## src/rtl/fetch_queue.sv

```systemverilog
// Instruction fetch queue: circular buffer between a 2-wide fetch stage and a
// 2-wide decode stage, with advisory back-pressure and a sticky overflow flag.
module fetch_queue #(
    parameter int DEPTH = 8
) (
    input  logic                     clk,
    input  logic                     reset,
    input  logic [15:0]              I1,
    input  logic [15:0]              I2,
    input  logic                     I1V,
    input  logic                     I2V,
    input  logic                     I1P,
    input  logic                     I2P,
    input  logic [15:0]              I1PC,
    input  logic [15:0]              I2PC,
    input  logic                     flush,
    input  logic [1:0]               take,
    output logic [15:0]              D0,
    output logic [15:0]              D1,
    output logic                     D0V,
    output logic                     D1V,
    output logic                     D0P,
    output logic                     D1P,
    output logic [15:0]              D0PC,
    output logic [15:0]              D1PC,
    output logic                     stall,
    output logic [$clog2(DEPTH):0]   count,
    output logic                     overflow
);
    localparam int AW = $clog2(DEPTH);
    localparam int CW = AW + 1;

    // Handshake: fetch has no ready; every valid slot is sampled at each edge and
    // stall is back-pressure honoured one cycle late. Decode consumes via take,
    // which is clamped to the occupancy.
    logic [32:0]   mem_q [DEPTH];
    logic [AW-1:0] head_q, head_d, tail_q, tail_d;
    logic [CW-1:0] count_q, count_d;
    logic          overflow_q, overflow_d;

    logic [1:0]    take_eff, enq, acc;
    logic [CW-1:0] deq, free_slots;
    logic [32:0]   slot0, slot1;
    logic          wr0, wr1;
    logic [AW-1:0] tail_inc, head_inc;
    logic [32:0]   e0, e1;

    always_comb begin
        take_eff   = (take == 2'd3) ? 2'd2 : take;
        deq        = (CW'(take_eff) > count_q) ? count_q : CW'(take_eff);
        free_slots = CW'(DEPTH) - count_q + deq;
        enq        = {1'b0, I1V} + {1'b0, I2V};
        // Excess only arises when fewer than two slots are free, so the low bits suffice.
        acc        = (CW'(enq) > free_slots) ? free_slots[1:0] : enq;
        slot0      = I1V ? {I1, I1P, I1PC} : {I2, I2P, I2PC};
        slot1      = {I2, I2P, I2PC};

        wr0        = 1'b0;
        wr1        = 1'b0;
        head_d     = head_q;
        tail_d     = tail_q;
        count_d    = count_q;
        overflow_d = overflow_q;

        if (flush) begin
            head_d  = '0;
            tail_d  = '0;
            count_d = '0;
        end else begin
            wr0        = (acc != 2'd0);
            wr1        = (acc == 2'd2);
            head_d     = head_q + deq[AW-1:0];
            tail_d     = tail_q + AW'(acc);
            count_d    = count_q + CW'(acc) - deq;
            overflow_d = overflow_q | (CW'(enq) > free_slots);
        end
    end

    always_ff @(posedge clk or posedge reset) begin
        if (reset) begin
            head_q     <= '0;
            tail_q     <= '0;
            count_q    <= '0;
            overflow_q <= 1'b0;
        end else begin
            head_q     <= head_d;
            tail_q     <= tail_d;
            count_q    <= count_d;
            overflow_q <= overflow_d;
        end
    end

    assign tail_inc = tail_q + AW'(1);

    // Entry storage is never cleared; occupancy alone decides what is visible.
    always_ff @(posedge clk) begin
        if (wr0) mem_q[tail_q]   <= slot0;
        if (wr1) mem_q[tail_inc] <= slot1;
    end

    assign head_inc = head_q + AW'(1);
    assign e0       = mem_q[head_q];
    assign e1       = mem_q[head_inc];

    assign D0V  = (count_q != '0);
    assign D1V  = (count_q > CW'(1));
    assign D0   = D0V ? e0[32:17] : 16'h0;
    assign D0P  = D0V ? e0[16]    : 1'b0;
    assign D0PC = D0V ? e0[15:0]  : 16'h0;
    assign D1   = D1V ? e1[32:17] : 16'h0;
    assign D1P  = D1V ? e1[16]    : 1'b0;
    assign D1PC = D1V ? e1[15:0]  : 16'h0;

    assign stall    = (CW'(DEPTH) - count_q) < CW'(4);
    assign count    = count_q;
    assign overflow = overflow_q;
endmodule

```

## config.mk

```make
export PLATFORM = sky130hd
export DESIGN_NAME = fetch_queue
export DESIGN_NICKNAME = d
export VERILOG_FILES = /design/src/rtl/fetch_queue.sv
export SDC_FILE = /design/constraint.sdc
export NUM_CORES = 1
export LEC_CHECK = 0
export ABC_CLOCK_PERIOD_IN_PS = 10450
export CORE_MARGIN = 3
export CORE_UTILIZATION = 54
export CTS_CLUSTER_DIAMETER = 30
export DETAILED_ROUTE_END_ITERATION = 10
export HOLD_SLACK_MARGIN = 0.02
export PLACE_DENSITY = 0.78
export SLEW_MARGIN = 40
export SYNTH_ARGS = -nofsm -noshare
export SYNTH_HDL_FRONTEND = slang
export SYNTH_SLANG_ARGS = --single-unit
```

## constraint.sdc

```tcl
create_clock -name clk -period 10.45 [get_ports clk]
set_input_delay 2.09 -clock clk [delete_from_list [all_inputs] [get_ports clk]]
set_output_delay 2.09 -clock clk [all_outputs]
set_load 0.01 [all_outputs]
```

* After elaboration in Yosys (flattened, before gate mapping)
Memories as Yosys holds them, arrays and structs flattened.
Cells that the tools add are included.
** Cells by class
- $lt $le $gt $ge :: 4
- Reduce and logical (&&, ||, !) cells :: 2
- Shifts and indexed selects :: 0
- Eq/ne operators :: 2
- Add/sub/neg operators :: 9
- Bitwise operators :: 1
- Muxes and demuxes :: 19
- $mul :: 0
- Div/mod/pow operators :: 0
** Operators by type and width (count)
- 2-to-1 mux 16 bit :: 4
- 2-to-1 mux 33 bit :: 1
- > comparator 2 x 4 -> 1 bit :: 2
- 2-to-1 mux 1 bit :: 8
- 2-to-1 mux 4 bit :: 2
- adder 3 x 1 -> 3 bit (second input constant) :: 2
- 2-to-1 mux 3 bit :: 2
- adder 4 x 2 -> 4 bit :: 1
- adder 4 bit :: 1
- == test 2 bit (second input constant) :: 2
- > comparator 4 x 1 -> 1 bit (second input constant) :: 1
- < comparator 4 x 3 -> 1 bit (second input constant) :: 1
- 2-to-1 mux 2 bit :: 2
- nonzero test 4 bit :: 1
- subtractor 4 bit :: 1
- subtractor 4 bit (first input constant) :: 1
- adder 3 x 2 -> 3 bit :: 1
- adder 3 bit :: 1
- adder 1 x 1 -> 2 bit :: 1
- nonzero test 2 bit :: 1
- bitwise OR 1 bit :: 1
** Storage, ports and cells
- Memories kept :: 1
- Input bits :: 73
- Word-level logic and storage cells :: 42
- Memory bits (read-only) :: 0
- Latch bits :: 0
- Bits in writable memories :: 264
- Output and inout bits :: 74
- Register bits after elaboration :: 11
** Memory list
- mem_q :: depth 8, width 33, read ports 2, clocked after memory_dff 0, wr ports 2, line 36 : logic [32:0] mem_q [DEPTH];

* Logic depth before layout (Yosys ltp)
Gate-level depths: netlist of the first run.
- Depth after elaboration :: 11
- Depth in mapped cells :: 26
- Mapped depth without buffers :: 23

* Worst setup path after synthesis of the first run
Ideal clock, no wire load.
- Path kind :: in2reg
- Start :: input port take[1]
- End :: memory mem_q[0][0] (enable)
- Setup slack :: 1255 ps
- Data required time :: 9935 ps
- Arrival :: 8679 ps
- Stages :: 17
- Buffers on the path :: 3
- Cells stage by stage :: clkbuf_1 ha_1 and2b_1 o21ai_2 mux2i_1 ha_1 xor2_1 inv_1 ha_1 nor2b_1 o21ai_0 nor3_1 mux2_4 buf_12 buf_12 mux2_2 o41ai_1
** RTL lines
- from (decl) :: line 17 : input logic [1:0] take,
- to (decl) :: line 36

==> metrics.txt, run 1 <==
CP delay by family, top=multiplexers; predominant post-synthesis flop cell=edfxtp_1; Via density=6.47; DR DRC count=0; initial antenna violation count=1; CP peak stage delay=710 ps; number of flops mapped to enable cells by yosys=264; crit path time final=7120 ps; Core Area=0.0311 mm²; fraction of layout cells with a size suffix above 1=0.442; met2 wire length=21,900 µm; Initial Utilization=0.557; status=complete, no violations; post-synth design cell area=0.0173 mm²; Worst EP arrival=7330 ps; Slew HR=0.419; maxcap violations=0; synth cell count leaders=edfxtp_1 (264), mux2_2 (228), mux4_2 (132); Startpoint Class=input pin; die span in y=185 µm; R2R cell count=16; Leakage=7.38 nW; wirelength, routed=45,100 µm; slowest stage cell, crit path=o31ai_4; worst min-delay path class=reg2reg; CP Capture Type=flip-flop; clk sinks=275; Critical Path Fanout Max=23; final hold vios=0; I/O pin count=147; r2r setup slk=4670 ps; FMAX=140 MHz; CTS clk-pin slew, worst paths=50 ps; clock root cell=clkbuf_16; Critical Path RT=10,660 ps; number of synthesis warnings=0; vias in the first global route=11,600; top layer in use=met5; Num CTS Buffers=56; Metal-1 WL=18,000 µm; Final nets=1,356; RSZ-0062 raised after global routing=false; Yosys cell types=42; global route total overflow=0; pwr/cell area=289 mW/mm²; kind of critical path=in2reg; worst slew pin tran=853 ps; Clock Tree Buf Depth=3; Die ar.=0.0342 mm²; crit-path cells=clkdlybuf4s50_1 -> nand2b_1 -> ha_1 -> and2b_1 -> o21ai_2 -> mux2i_1 -> ha_1 -> xor2_1 -> inv_1 -> ha_1 -> nor2b_1 -> o21ai_0 -> nor4_1 -> mux2_4 -> mux2_2 -> o31ai_4 -> buf_4; routed wl met3=3860 µm; Syn Area/Cell=15.7 µm²; Yosys top cell area share=0.458; synthesized flop and latch total=275; placed insts=1,593; Mapped Cells=1,106; post-cts sizing count=0; TritonCTS clock tree=yes; Worst-Skew Late Latency=560 ps; Initial DRC Count=1,109; Tot Pwr=6.11 mW; port bufs=146; Area growth syn-to-layout=22.1%; setup total negative slack=0 ps; fill cell count=2,089; Net Count, Synth=1,204; most common cell in the netlist=edfxtp_1; DP HPWL=28,200 µm; hold path depth=1; Peak VDD IR=0.260 mV; fin. max-slew vios=0; skew final=10.1 ps; Yosys top cell by area=edfxtp_1; Total GRT Usage=0.266; Finished Layout Cells=1,700; CTS H-tree depth=2; Final setup viols=0; DR pass1 iterations=5; Synth area leaders=edfxtp_1 (46%), mux4_2 (17%), mux2_2 (15%), mux2_4 (5.1%), mux2i_1 (2.0%); Hold Buf Count CTS=0; Post-synth ARST share=0.0400; Worst R2R Start=count[1]; DR WL/cell=26.5 µm; Post-CTS Setup Inserts=0; antenna cells=0; Buffers & Inverters on Critical Path=3; crit share post-route=0.682; # rows=64; worst hold start=overflow; first-pass GRT wire length=69,300 µm; vias=11,000; Seq/Total Area, Yosys=0.474; Antenna Nets Post-Route=0; Die W=185 µm; most used cell, CP=ha_1; Min-Delay Endpoint=overflow; CP startpoint=take[1]; largest net degree at the start of global routing=56; reg2reg end=mem_q[4][15]; Final Wtd Congestion=0.845
[metrics by stage]
stage                     hold slack, ps  area (µm²)  setup slack (ps)   util
after CTS                            537       21100              3350  0.679
after global placement               530       19100              3030  0.615
after global routing                 531       21100              3050  0.681
after detailed placement             526       19200              2790  0.617
after floorplan                      493       17300              1260      -
final                                514       21100              3330  0.681
[power breakdown]
group / total (mW) / internal (mW) / switching, mW
sequential: 1.55 / 1.41 / 0.138
combinational: 2.76 / 1.39 / 1.37
clock: 1.79 / 1.19 / 0.608
total: 6.11 / 3.99 / 2.12
[registers in the layout, indices dropped and copies added, names as in the netlist]
name and flops:
count 4, head_q 3, mem_q 264, overflow 1
tail_q 3
[cells in the final DEF (no fill, tap or decap), types with 8 or more instances in the layout]
cell type	instances
a21oi_1	37
buf_4	28
clkbuf_16	58
clkdlybuf4s50_1	145
clkinvlp_4	13
dfrtp_1	8
edfxtp_1	264
ha_1	20
inv_1	18
mux2_1	12
mux2_2	228
mux2_4	59
mux2i_1	34
mux2i_4	8
mux4_2	132
nand2_1	79
nor2_1	54
nor3_1	9
[worst max path at each step]
| stage | endpoint | cells after the start |
|---|---|---|
| after floorplan | mem_q[0][0] | 17 |
| after global placement | mem_q[7][18] | 17 |
| after detailed placement | mem_q[7][7] | 17 |
| after CTS | mem_q[7][17] | 17 |
| after global routing | mem_q[4][28] | 17 |
| final | mem_q[4][15] | 17 |
[kinds of logic (layout without fill, tap and decap cells)]
family	Yosys count	count (layout)	share of synthesized area
fa+ha+maj	25	25	0.0198
compound gates	60	60	0.0214
flops	275	275	0.474
simple gates	159	159	0.0382
mux	473	473	0.409
xor+xnor	12	12	0.00607
buf+inv	102	300	0.0317
[worst reg2reg max path, delay by kind of cell (launching register included)]
family / cells / cell delay, ps
XOR/XNOR: 1 / 250
flip-flops: 1 / 500
AO/OA/AOI/OAI: 3 / 1060
AND/OR/NAND/NOR: 3 / 570
multiplexers: 3 / 1390
adder cells (fa/ha/maj): 3 / 890
buffers and inverters: 3 / 750
[metal layers]
layer	global-route usage	vias to the layer above
met5	0	-
met4	0.0894	2
met3	0.0540	94
met2	0.431	574
met1	0.363	5604
li1	-	4727
[final cells by class]
| class | instances | area [µm²] | area share |
|---|---|---|---|
| Clock buffer | 61 | 1460 | 0.0692 |
| Clock inverter | 43 | 468 | 0.0221 |
| Inverter | 18 | 67.6 | 0.00320 |
| Multi-Input combinational cell | 729 | 8700 | 0.411 |
| Sequential cell | 275 | 8210 | 0.388 |
| Tap cell | 396 | 495 | 0.0234 |
| Timing Repair Buffer | 178 | 1740 | 0.0824 |
(Power assumes the default switching activity.)
==> inputs of run 2 (changes only) <==
--- a/config.mk
+++ b/config.mk
@@ -5,7 +5,7 @@
 export SDC_FILE = /design/constraint.sdc
 export NUM_CORES = 1
 export LEC_CHECK = 0
-export ABC_CLOCK_PERIOD_IN_PS = 10450
+export ABC_CLOCK_PERIOD_IN_PS = 7000
 export CORE_MARGIN = 3
 export CORE_UTILIZATION = 54
 export CTS_CLUSTER_DIAMETER = 30
==> constraint.sdc (replaced) <==
create_clock -name clk -period 7 [get_ports clk]
set_input_delay 1.4 -clock clk [delete_from_list [all_inputs] [get_ports clk]]
set_output_delay 1.4 -clock clk [all_outputs]
set_load 0.01 [all_outputs]
==> run 2 against run 1 <==
Net effect: total power is 57% higher; worst setup slack worse by 2200 ps; sequential cell count stayed put; non-clock buffer count is 10 higher; register-to-register slack worse by 2900 ps; final cell count is 0.88% higher; wire length is 0.61% lower; first-iteration DRC count is 19% lower; count of clock-buffer cells in the layout is 3 higher; combinational power is 50% higher; critical path depth stayed put; hold slack worse by 12 ps.
==> metrics.txt, run 2 (synthesized netlist as in run 1, its figures left out) <==
commonest non-fill, non-tap cell in the layout=edfxtp_1; CTS H-tree depth=2; Startpoint Class=input pin; clk sinks=275; number of flip-flops in the largest register=264; Core Area=0.0311 mm²; CP peak stage delay=520 ps; I/O pin count=147; antenna cells=0; skew final=21.7 ps; CP delay by family, top=multiplexers; Die W=185 µm; Critical Path RT=7200 ps; first-pass GRT wire length=69,400 µm; fill cell count=2,040; Finished Layout Cells=1,715; Most flops, register=mem_q; vias=11,100; placed instance area=0.0193 mm²; slowest stage cell, crit path=clkdlybuf4s50_1; Slew HR=0.523; initial antenna violation count=1; Hold WS=502 ps; placed insts=1,606; Total GRT Usage=0.266; CTS clk-pin slew, worst paths=50 ps; fin. max-slew vios=0; DR WL/cell=26.1 µm; Hold Buf Count CTS=0; Peak VDD IR=0.461 mV; wirelength, routed=44,800 µm; final hold vios=0; CP Capture Type=flip-flop; Tot Pwr=9.61 mW; clock root cell=clkbuf_16; Worst-Skew Late Latency=570 ps; Via density=6.45; largest net degree at the start of global routing=63; RSZ-0062 raised after global routing=false; worst min-delay path class=reg2reg; TritonCTS clock tree=yes; maxcap violations=0; port bufs=146; crit-path cells=clkdlybuf4s50_1 -> nand2b_1 -> ha_1 -> and2b_1 -> o21ai_2 -> mux2i_1 -> ha_1 -> xor2_1 -> inv_1 -> ha_1 -> nor2b_1 -> o21ai_0 -> nor4_1 -> mux2_4 -> mux2_2 -> o41ai_2 -> buf_4; kind of critical path=in2reg; DR DRC count=0; most used cell, CP=ha_1; crit share post-route=0.841; pwr/cell area=445 mW/mm²; Area growth syn-to-layout=24.5%; worst slew pin tran=716 ps; final core utilization=0.694; Multi-input gate area=0.00871 mm²; post-cts sizing count=0; Antenna Nets Post-Route=0; Num CTS Buffers=58; Final nets=1,368; Initial DRC Count=901; die span in y=185 µm; Clock Tree Buf Depth=3; # rows=64; Seq. cell area=0.00821 mm²; Leakage=7.60 nW; vias in the first global route=11,700; fraction of layout cells with a size suffix above 1=0.449; Final Wtd Congestion=0.825; DR pass1 iterations=5; global route total overflow=0; Die ar.=0.0342 mm²; Buffers & Inverters on Critical Path=3; crit path time final=5890 ps; status=complete, no violations; Initial Utilization=0.557; most frequent cells in the layout=edfxtp_1 (264), mux2_2 (228), clkdlybuf4s50_1 (145), mux4_2 (132), nand2_1 (79); FMAX=170 MHz; DP HPWL=27,200 µm; final instance area=0.0216 mm²; Final setup viols=0; Worst EP arrival=6080 ps; Post-CTS Setup Inserts=0; Critical Path Fanout Max=26
==> run 2: layer usage <==
metal / vias to the layer above / share of wire / track usage
met5: - / 0.00038 / 0
met4: 2 / 0.023 / 0.0750
met3: 95 / 0.080 / 0.0513
met2: 508 / 0.50 / 0.440
met1: 5697 / 0.40 / 0.366
li1: 4759 / - / -
==> run 2: path summary, 6_finish.rpt <==
| path | startpoint | end | slack [ps] | depth (start not counted) |
|---|---|---|---|---|
| worst max-delay path | take[1] | mem_q[0][13] | 1110 | 17 |
| worst min-delay path | overflow | overflow | 500 | 1 |
| worst max register to register | count[1] | mem_q[0][13] | 1760 | 16 |
| worst min register to register | overflow | overflow | 500 | 1 |
| max in group asynchronous | reset | head_q[1] | 5510 | 2 |
| min in group asynchronous | reset | count[0] | 1140 | 2 |
==> run 2: final cells by class <==
type,instances,area share
flip-flops and latches,275,0.381
clock inverters,45,0.0340
clock buffers,64,0.0703
multi-input cells,729,0.404
well taps,396,0.0230
inverters,18,0.00313
repair buffers,188,0.0848
==> run 2: through the flow <==
stage,setup TNS [ps],setup slack (ps)
floorplan,-275290,-1500
global placement,0,661
detailed placement,0,590
CTS,0,1130
global route,0,615
finish,0,1110
==> run 2: worst reg2reg max path, delay by kind of cell (launching register included) <==
kind	cells	cell delay, ps
compound gates	3	650
buf+inv	3	770
xor+xnor	1	220
mux	3	1370
simple gates	3	500
fa+ha+maj	3	870
flops	1	500
==> run 2: where the power goes <==
part | total [mW] | internal [mW] | switching, mW
clock | 3.13 | 2.22 | 0.914
combinational | 4.15 | 2.10 | 2.05
sequential | 2.32 | 2.11 | 0.215
total | 9.61 | 6.42 | 3.18
